==> config.mk <==
export PLATFORM = sky130hd
export DESIGN_NAME = fetch_unit_hs
export DESIGN_NICKNAME = d
export VERILOG_FILES = /design/src/rtl/fetch_unit_hs.sv
export SDC_FILE = /design/constraint.sdc
export NUM_CORES = 1
export LEC_CHECK = 0
export BUFFER_PORTS_ARGS = -buffer_cell sky130_fd_sc_hd__buf_2
export CAP_MARGIN = 20
export CORE_ASPECT_RATIO = 2
export CORE_UTILIZATION = 50
export DETAILED_ROUTE_END_ITERATION = 7
export PLACE_DENSITY = 0.72
export SYNTH_ARGS = -nofsm -noshare
export SYNTH_HDL_FRONTEND = slang
export SYNTH_SLANG_ARGS = --single-unit
==> constraint.sdc <==
create_clock -name clk -period 6.01 [get_ports clk]
set_clock_uncertainty 0.2 [all_clocks]
set_input_delay 1.202 -clock clk [delete_from_list [all_inputs] [get_ports clk]]
set_output_delay 1.202 -clock clk [all_outputs]
set_load 0.005 [all_outputs]
==> src/rtl/fetch_unit_hs.sv <==
// fetch_unit_hs -- RockWave fetch stage with a req/ack instruction-memory
// handshake, so memories of any latency can sit behind it.
//
// Build option: define FETCH_TIMEOUT_EN to build the fetch watchdog. With it,
// a fetch left unanswered for TIMEOUT WAIT cycles completes as a NOP and
// raises the sticky fetch_fault flag. Without it, WAIT lasts until ack and
// fetch_fault is constant 0.
//
// Ports
//   clk, rst            clock, synchronous active-high reset
//   phase_fetch         fetch phase from the state machine
//   phase_writeback     writeback phase; advances the PC
//   jump_state_wf       PC takes regdata_for_pc (word aligned) at writeback
//   regdata_for_pc      jump target
//   imem_req/imem_addr  registered request and word address to memory
//   imem_ack/imem_rdata memory response
//   curr_pc_fd          PC of the fetched instruction
//   next_pc_fd          curr_pc_fd + 4
//   inst, inst_valid    registered instruction and its valid flag
//   stall_fetch         hold the fetch phase (combinational)
//   fetch_fault         sticky watchdog flag
//
// Handshake: imem_req rises the cycle after a fetch is issued and stays high,
// with imem_addr stable, until the cycle after imem_ack (or watchdog expiry).
// imem_ack is only meaningful while the FSM is in WAIT; in IDLE it is ignored,
// which also drops a late ack belonging to a fetch cancelled by reset.

module fetch_unit_hs #(
  parameter int               XLEN         = 32,
  parameter int               AWIDTH       = 14,
  parameter logic [XLEN-1:0]  RESET_VECTOR = 32'h0000_0000,
  parameter int               TIMEOUT      = 16
) (
  input  logic              clk,
  input  logic              rst,
  input  logic              phase_fetch,
  input  logic              phase_writeback,
  input  logic              jump_state_wf,
  input  logic [XLEN-1:0]   regdata_for_pc,
  output logic              imem_req,
  output logic [AWIDTH-1:0] imem_addr,
  input  logic              imem_ack,
  input  logic [XLEN-1:0]   imem_rdata,
  output logic [XLEN-1:0]   curr_pc_fd,
  output logic [XLEN-1:0]   next_pc_fd,
  output logic [XLEN-1:0]   inst,
  output logic              inst_valid,
  output logic              stall_fetch,
  output logic              fetch_fault
);

  typedef enum logic {
    IDLE = 1'b0,
    WAIT = 1'b1
  } state_e;

  localparam logic [XLEN-1:0] PC_STEP  = XLEN'(4);
  localparam logic [XLEN-1:0] NOP_INST = XLEN'(32'h0000_0013);

  state_e            state_q, state_d;
  logic [XLEN-1:0]   pc_q, pc_d;
  logic [XLEN-1:0]   issue_pc_q, issue_pc_d;  // PC at issue; writeback may move pc_q mid-fetch
  logic              req_q, req_d;
  logic [AWIDTH-1:0] addr_q, addr_d;
  logic [XLEN-1:0]   curr_q, curr_d;
  logic [XLEN-1:0]   next_q, next_d;
  logic [XLEN-1:0]   inst_q, inst_d;
  logic              valid_q, valid_d;
  logic              done;

  // Jump targets are forced word aligned, so the low two bits are dropped.
  logic unused_bits;
  assign unused_bits = ^regdata_for_pc[1:0];

`ifdef FETCH_TIMEOUT_EN
  logic [7:0] timer_q, timer_d;
  logic       fault_q, fault_d;
`endif

  always_comb begin
    state_d    = state_q;
    pc_d       = pc_q;
    issue_pc_d = issue_pc_q;
    req_d      = req_q;
    addr_d     = addr_q;
    curr_d     = curr_q;
    next_d     = next_q;
    inst_d     = inst_q;
    valid_d    = valid_q;
    done       = 1'b0;
`ifdef FETCH_TIMEOUT_EN
    timer_d    = timer_q;
    fault_d    = fault_q;
`endif

    if (phase_writeback) begin
      pc_d = jump_state_wf ? {regdata_for_pc[XLEN-1:2], 2'b00} : pc_q + PC_STEP;
    end

    case (state_q)
      IDLE: begin
        if (phase_fetch) begin
          state_d    = WAIT;
          req_d      = 1'b1;
          addr_d     = pc_q[AWIDTH+1:2];
          issue_pc_d = pc_q;
          valid_d    = 1'b0;
`ifdef FETCH_TIMEOUT_EN
          timer_d    = 8'd0;
`endif
        end
      end
      WAIT: begin
        // Ack beats a watchdog expiry landing in the same cycle.
        if (imem_ack) begin
          done   = 1'b1;
          inst_d = imem_rdata;
        end
`ifdef FETCH_TIMEOUT_EN
        else if (timer_q == 8'(TIMEOUT - 1)) begin
          done    = 1'b1;
          inst_d  = NOP_INST;
          fault_d = 1'b1;
        end else begin
          timer_d = timer_q + 8'd1;
        end
`endif
      end
      default: state_d = IDLE;
    endcase

    if (done) begin
      state_d = IDLE;
      req_d   = 1'b0;
      valid_d = 1'b1;
      curr_d  = issue_pc_q;
      next_d  = issue_pc_q + PC_STEP;
    end
  end

  always_ff @(posedge clk) begin
    if (rst) begin
      state_q    <= IDLE;
      pc_q       <= RESET_VECTOR;
      issue_pc_q <= '0;
      req_q      <= 1'b0;
      addr_q     <= '0;
      curr_q     <= '0;
      next_q     <= '0;
      inst_q     <= '0;
      valid_q    <= 1'b0;
`ifdef FETCH_TIMEOUT_EN
      timer_q    <= 8'd0;
      fault_q    <= 1'b0;
`endif
    end else begin
      state_q    <= state_d;
      pc_q       <= pc_d;
      issue_pc_q <= issue_pc_d;
      req_q      <= req_d;
      addr_q     <= addr_d;
      curr_q     <= curr_d;
      next_q     <= next_d;
      inst_q     <= inst_d;
      valid_q    <= valid_d;
`ifdef FETCH_TIMEOUT_EN
      timer_q    <= timer_d;
      fault_q    <= fault_d;
`endif
    end
  end

  assign stall_fetch = ((state_q == IDLE) & phase_fetch) |
                       ((state_q == WAIT) & ~imem_ack);
  assign imem_req    = req_q;
  assign imem_addr   = addr_q;
  assign curr_pc_fd  = curr_q;
  assign next_pc_fd  = next_q;
  assign inst        = inst_q;
  assign inst_valid  = valid_q;
`ifdef FETCH_TIMEOUT_EN
  assign fetch_fault = fault_q;
`else
  assign fetch_fault = 1'b0;
`endif

endmodule

### Word-level counts from Yosys, hierarchy flattened

Index checks and enable logic that the tools add are counted.

| storage, ports and cells | value |
|---|---|
| word-level logic and storage cells | 30 |
| input bits | 70 |
| bits in registers | 177 |

| operators by class | value |
|---|---|
| muxes and demuxes | 8 |
| reduce and logical (&&, ||, !) cells | 5 |
| bitwise operators | 5 |
| $add $sub $neg | 2 |
| equality and inequality tests | 1 |

Operator list:

| kind | number |
|---|---|
| adder 32 x 3 -> 32 bit (second input constant) | 2 |
| 2-to-1 mux 32 bit | 1 |
| 2-to-1 mux 1 bit | 7 |
| AND reduction 2 bit | 3 |
| AND 1 bit | 2 |
| inequality test 2 x 1 -> 1 bit (second input constant) | 1 |
| inverter 1 bit | 2 |
| nonzero test 2 bit | 1 |
| OR reduction 2 bit | 1 |
| OR 1 bit | 1 |

### Logic depth before layout (Yosys ltp)

Gate-level depths: netlist of run 1.

| depth | value |
|---|---|
| depth after elaboration | 4 |
| depth in mapped cells | 8 |
| depth with buffers taken out | 6 |

### Worst setup path after synthesis of run 1

No wires, ideal clock.

| timing | value |
|---|---|
| path type | input to output |
| start point | input phase_fetch |
| end point | output stall_fetch |
| path slack | 3.185 ns |
| data arrival time | 1.423 ns |
| stages on the path | 2 |
| cells stage by stage | nand2_1 -> o21ai_0 |

| between the ends | value |
|---|---|
| longest elaborated chain between the ends | 2 |

RTL lines:

| item | RTL line | source |
|---|---|---|
| start: declaration | 36 | `input logic phase_fetch,` |
| AND 1 bit | 173 | `assign stall_fetch = ((state_q == IDLE) & phase_fetch) \|` |
| OR 1 bit | 173 |  |
| end: declaration | 48 | `output logic stall_fetch,` |

No other way between the ends.

### Worst setup path in the final report of run 1

Ends and elaborated chain as after synthesis.

==> results.json, run 1 <==
{
  "status": "complete, no violations",
  "dpl.hpwl_mm": 12.2,
  "die_y_um": 169,
  "finalHoldViolCount": 0,
  "synth_cell_types": 59,
  "clkLatencyLatePin_ps": 420,
  "antenna_found_initial": 0,
  "post-route-util_pct": 61.1,
  "antenna_left": 0,
  "drt_first_iter_violations": 393,
  "stdcell_count": 1165,
  "dieArea_um2": 14400,
  "grt_pass1_vias": 5876,
  "port_buffers": 176,
  "whs_ps": 249,
  "syn_to_final_growth_pct": 18.9,
  "gr-usage-all-layers_pct": 25.4,
  "slew_viol_final": 0,
  "firstDrtPassIters": 5,
  "slew_headroom_pct": 33.4,
  "start_util_pct": 51.4,
  "grt_max_degree": 87,
  "vias": 6436,
  "period_share_pct": 65.7,
  "die_w_um": 85.3,
  "cp.required_ps": 4610,
  "slowest_stage": "nand2_1",
  "root_buffer": "clkbuf_16",
  "p_per_area_nw_per_um2": 282,
  "crit_path_max_incr_delay_ps": 710,
  "rr_startpoint": "pc_q[2]",
  "worst_pin_slew_ps": 996,
  "avgViaCountPerCell": 5.52,
  "ys_seq_area_share_pct": 44.7,
  "cts_setup_buffers": 0,
  "grt_pass1_wl_mm": 29.1,
  "pin_count": 184,
  "cp_cell_sequence": "buf_2, nand2_1, o21ai_0, buf_2",
  "period_needed_ps": 3950,
  "final.setup.tns_ps": 0,
  "fmax_mhz": 253,
  "tritoncts": "yes",
  "ys.flop_type": "dfxtp_1",
  "crit_arrival_ps": 2550,
  "ir_drop_mv": 0.209,
  "rsz0062_at_grt": "false",
  "post_cts_resize_count": 0,
  "ys_ff_latch": 155,
  "start_kind": "primary input",
  "crit_fanout": 32,
  "synth_edf_count": 0,
  "cts_hold_buf": 0,
  "gp_congestion": 0.852,
  "setup.worst_path.class": "in2out",
  "netlist_top_cells_count": "219 x nand2_1, 155 x dfxtp_1, 111 x a21oi_1, 62 x nor2_1, 53 x clkbuf_1",
  "yosysTopAreaCell": "dfxtp_1",
  "post_drt_wl_per_cell_um": 15.3,
  "antenna_cells": 0,
  "cpMostUsedCell": "buf_2",
  "r2r_cells": 6,
  "hp-class": "reg2reg",
  "cts_inserted_buffers": 17,
  "cts_buffer_depth": 2,
  "num_rows": 60,
  "holdPathStages": 2,
  "p_leak_nw": 3.29,
  "rr_endpoint": "pc_q[22]",
  "nNetsFinal": 1069,
  "syn_avg_cell_area_um2": 7.90,
  "max-cap-violations": 0,
  "setup_ws_ps": 2060,
  "wirelength_mm": 17.8,
  "synthCells": 879,
  "cts_sinks": 155,
  "drive_above_1_share_pct": 23.1,
  "worstHoldStart": "inst[26]",
  "synth_most_common_cell": "nand2_1",
  "place_worst_setup_slack_ps": 2050,
  "core_um2": 13500,
  "reg2reg_slack_ps": 3570,
  "ctsHtreeMaxLevel": 4,
  "overflow": 0,
  "whs_endpoint": "inst[26]",
  "end_kind": "output pin",
  "async_flop_share_pct": 0,
  "synth_area_leaders": "dfxtp_1 45%, nand2_1 12%, a21oi_1 8.0%",
  "dp.cells": 1133,
  "drc": 0,
  "synth_warnings": 0,
  "cts.clk_slew.worst_paths_ps": 60,
  "synth.cell_area_um2": 6940,
  "finalSetupViolCount": 0,
  "synth.top_cell.area_share_pct": 44.7
}
## how the worst max path moves through the flow
stage	from	endpoint	cells after the start	slack [ps]
after floorplan	phase_fetch	stall_fetch	2	3180
after global placement	phase_fetch	stall_fetch	4	2050
after detailed placement	phase_fetch	stall_fetch	4	2050
after CTS	phase_fetch	stall_fetch	4	2020
after global routing	phase_fetch	stall_fetch	4	1950
final	phase_fetch	stall_fetch	4	2060
## layer usage
metal	track usage, %	part of all wire [%]
met1	29.8	41
met2	45.0	52
met3	4.44	4.4
met4	10.7	3.0
met5	0	0
## worst max-delay path: cells and delay by family
family	cells	cell delay, ps
simple gates	1	710
compound gates	1	300
buf+inv	2	330
## state kept, by name, indices dropped and copies added (netlist names)
name        count
issue_pc_q     30
pc_q           30
state_q         1
inst           32
curr_pc_fd     30
next_pc_fd     30
imem_req        1
inst_valid      1
## where the power goes
group	total [mW]	internal, mW	switching, mW	leakage [nW]
clock	1.03	0.579	0.449	0.270
sequential	1.11	1.07	0.0422	1.26
combinational	0.187	0.0774	0.109	1.76
## stage by stage
step / instance area, um2 / power (mW)
after detailed placement: 7680 / 1.32
final: 8250 / 2.32
after floorplan: 6960 / 1.24
after CTS: 8250 / 2.34
after global placement: 7650 / 1.31
after global routing: 8250 / 2.41
## final cells by class
class                   instances  area [um2]
clock inverters                14         139
well taps                     155         194
inverters                       6        22.5
flip-flops and latches        155        3100
clock buffers                  18         429
multi-input cells             637        3430
repair buffers                180         933
fillers                      1248        5260
## layout by cell type, fill, tap and decap left out, types with 4 or more instances in the layout
master and count:
nand4_1 14, a22oi_1 16, inv_6 4, a211oi_1 28
nor2b_1 6, mux2i_1 4, or3_1 7, clkinv_4 4
buf_2 175, dfxtp_1 155, and3_1 12, conb_1 5
nor2_1 62, a31oi_1 10, a21oi_1 111, buf_4 4
nor3_1 7, o21ai_0 21, nand2_1 218, clkbuf_16 17
nand3_1 20, xor2_1 16, inv_1 5, or3b_2 4
xnor2_1 12, o31ai_1 4, and4_1 9
## cell families (layout without fill, tap and decap cells)
| logic type | after synthesis | count (layout) | share of synthesized area (%) |
|---|---|---|---|
| compound gates | 211 | 211 | 18.2 |
| xor+xnor | 28 | 28 | 3.53 |
| fa+ha+maj | 2 | 2 | 0.360 |
| buf+inv | 91 | 218 | 6.22 |
| flops | 155 | 155 | 44.7 |
| mux | 5 | 5 | 0.739 |
| other cells | 1 | 5 | 0.0540 |
| simple gates | 386 | 386 | 26.2 |
Note: power is estimated with default switching activity, not from simulation.
==> run 2, diff against run 1 <==
ABC_AREA = 1   (was default)
CORE_UTILIZATION = 48   (was 50)
clock period = 3.5 ns   (was 6.01 ns; I/O delays follow)
==> results.json, run 2 <==
{
  "end_kind": "output pin",
  "hp-class": "reg2reg",
  "rsz0062_at_grt": "false",
  "port_buffers": 176,
  "die_w_um": 89.6,
  "cts_inserted_buffers": 17,
  "crit_arrival_ps": 1450,
  "yosys-mux-area-fraction_pct": 0,
  "gr-usage-all-layers_pct": 27.3,
  "synth_compound_area_share_pct": 15.7,
  "synthXorXnorAreaFrac_pct": 0.713,
  "firstDrtPassIters": 4,
  "avgViaCountPerCell": 5.15,
  "pin_count": 184,
  "layout_common_cells": "279 x nand2_1, 176 x buf_2, 155 x dfxtp_1",
  "async_flop_share_pct": 0,
  "cts_hold_buf": 0,
  "endpoint": "stall_fetch",
  "wl_met2_mm": 11.2,
  "cts_buffer_depth": 2,
  "slowest_stage": "dfxtp_1",
  "highest_layer": "met4",
  "ctsHtreeMaxLevel": 4,
  "period_needed_ps": 2350,
  "cp.required_ps": 2600,
  "p_per_area_nw_per_um2": 478,
  "yosysTopAreaCell": "dfxtp_1",
  "crit_start": "state_q",
  "dpl.hpwl_mm": 16.0,
  "grt_pass1_vias": 6633,
  "post_drt_wl_per_cell_um": 15.0,
  "drc": 0,
  "cts_setup_buffers": 0,
  "rr_startpoint": "pc_q[3]",
  "drt_first_iter_violations": 374,
  "synthCells": 1055,
  "max-cap-violations": 0,
  "antenna_found_initial": 0,
  "finalSetupViolCount": 0,
  "synth-adder-area-share_pct": 0.339,
  "fmax_mhz": 425,
  "core_um2": 14900,
  "netlist_top_cells_count": "279 x nand2_1, 155 x dfxtp_1, 138 x nor2_1, 78 x inv_1, 72 x a21oi_1",
  "worst_pin_slew_ps": 833,
  "p_leak_nw": 4.00,
  "antenna_left": 0,
  "gp_congestion": 0.947,
  "drive_above_1_share_pct": 22.6,
  "wirelength_mm": 21.1,
  "syn_to_final_growth_pct": 20.3,
  "dp.cells": 1374,
  "dieArea_um2": 15900,
  "grt_max_degree": 53,
  "tritoncts": "yes",
  "synth.top_cell.area_share_pct": 42.1,
  "dr_wl_met3_mm": 1.02,
  "stdcell_count": 1406,
  "crit_fanout": 25,
  "status": "complete, no violations",
  "synth_edf_count": 0,
  "overflow": 0,
  "vias": 7243,
  "cts.clk_slew.worst_paths_ps": 60,
  "synth_area_leaders": "dfxtp_1 42%, nand2_1 14%, nor2_1 7.0%",
  "rr_endpoint": "pc_q[30]",
  "final.setup.tns_ps": 0,
  "nNetsFinal": 1270,
  "setup.worst_path.class": "reg2out",
  "finalHoldViolCount": 0,
  "cts_sinks": 155,
  "ir_drop_mv": 0.298,
  "start_kind": "flip-flop",
  "ys_ff_latch": 155,
  "wl_met1_mm": 7.57,
  "cp_cell_sequence": "nand2_1, inv_2, a21oi_1, buf_2",
  "crit_path_max_incr_delay_ps": 360,
  "num_rows": 63,
  "slew_headroom_pct": 44.4,
  "period_share_pct": 67.2,
  "synth_cell_types": 41,
  "post_cts_resize_count": 0,
  "slew_viol_final": 0,
  "syn_avg_cell_area_um2": 6.99,
  "antenna_cells": 0,
  "root_buffer": "clkbuf_16",
  "synth_warnings": 0,
  "synth.cell_area_um2": 7370,
  "start_util_pct": 49.5,
  "clkLatencyLatePin_ps": 430,
  "synth_top_family_by_area": "simple AND/OR/NAND/NOR gates",
  "ys.flop_type": "dfxtp_1",
  "reg2reg_slack_ps": 1440,
  "grt_pass1_wl_mm": 32.3,
  "ys_seq_area_share_pct": 42.1,
  "synth_most_common_cell": "nand2_1",
  "mostFrequentLayoutCell": "nand2_1",
  "die_y_um": 177,
  "yosys.area_share.simple_pct": 31.8,
  "largest_reg_flops": 32,
  "r2r_cells": 10
}
-- run 2: metrics by stage --
step	power [mW]	util, %	hold WS, ps	setup slack (ps)	instance area [um2]
global route	4.43	59.6	272	1050	8870
CTS	4.27	59.6	248	1130	8870
global placement	2.38	55.4	225	1140	8260
floorplan	2.23	-	242	1200	7390
finish	4.24	59.6	246	1150	8870
detailed placement	2.40	55.4	234	1110	8260
-- run 2: kinds of logic (layout without fill, tap and decap cells) --
group	Yosys count	after routing
DFF	155	155
AOI/OAI and AO/OA	191	191
adders and majority gates	2	2
other	1	5
xor gates and xnor gates	6	6
buffers and inverters	156	308
and+or+nand+nor	544	544
-- run 2: area by class of cell --
| class | instances | area [um2] |
|---|---|---|
| Timing Repair Buffer | 187 | 963 |
| Clock inverter | 14 | 173 |
| Tap cell | 195 | 244 |
| Sequential cell | 155 | 3100 |
| Multi-Input combinational cell | 748 | 3610 |
| Inverter | 89 | 335 |
| Fill cell | 1494 | 6030 |
| Clock buffer | 18 | 439 |
-- run 2: worst min path at each step --
stage | slack [ps] | endpoint | from | depth (start not counted)
after floorplan | 240 | curr_pc_fd[14] | curr_pc_fd[14] | 2
after global routing | 270 | curr_pc_fd[28] | curr_pc_fd[28] | 2
after detailed placement | 230 | curr_pc_fd[14] | curr_pc_fd[14] | 2
after CTS | 250 | curr_pc_fd[4] | curr_pc_fd[4] | 2
final | 250 | curr_pc_fd[14] | curr_pc_fd[14] | 2
after global placement | 220 | curr_pc_fd[25] | curr_pc_fd[25] | 2
-- run 2: critical path, delay by kind of cell (launching register included) --
kind / cells / cell delay, ps
buffers and inverters: 2 / 500
AND/OR/NAND/NOR: 1 / 90
AO/OA/AOI/OAI: 1 / 80
flip-flops: 1 / 360
-- run 2: layer usage --
layer / GRT usage, % / vias to the layer above
li1: - / 3683
met1: 26.2 / 3248
met2: 50.8 / 246
met3: 5.02 / 66
met4: 17.7 / 0
met5: 0 / -
-- run 2: power by group --
group | internal [mW] | switching, mW | total [mW]
sequential | 1.86 | 0.0972 | 1.95
combinational | 0.163 | 0.243 | 0.406
clock | 1.14 | 0.741 | 1.88
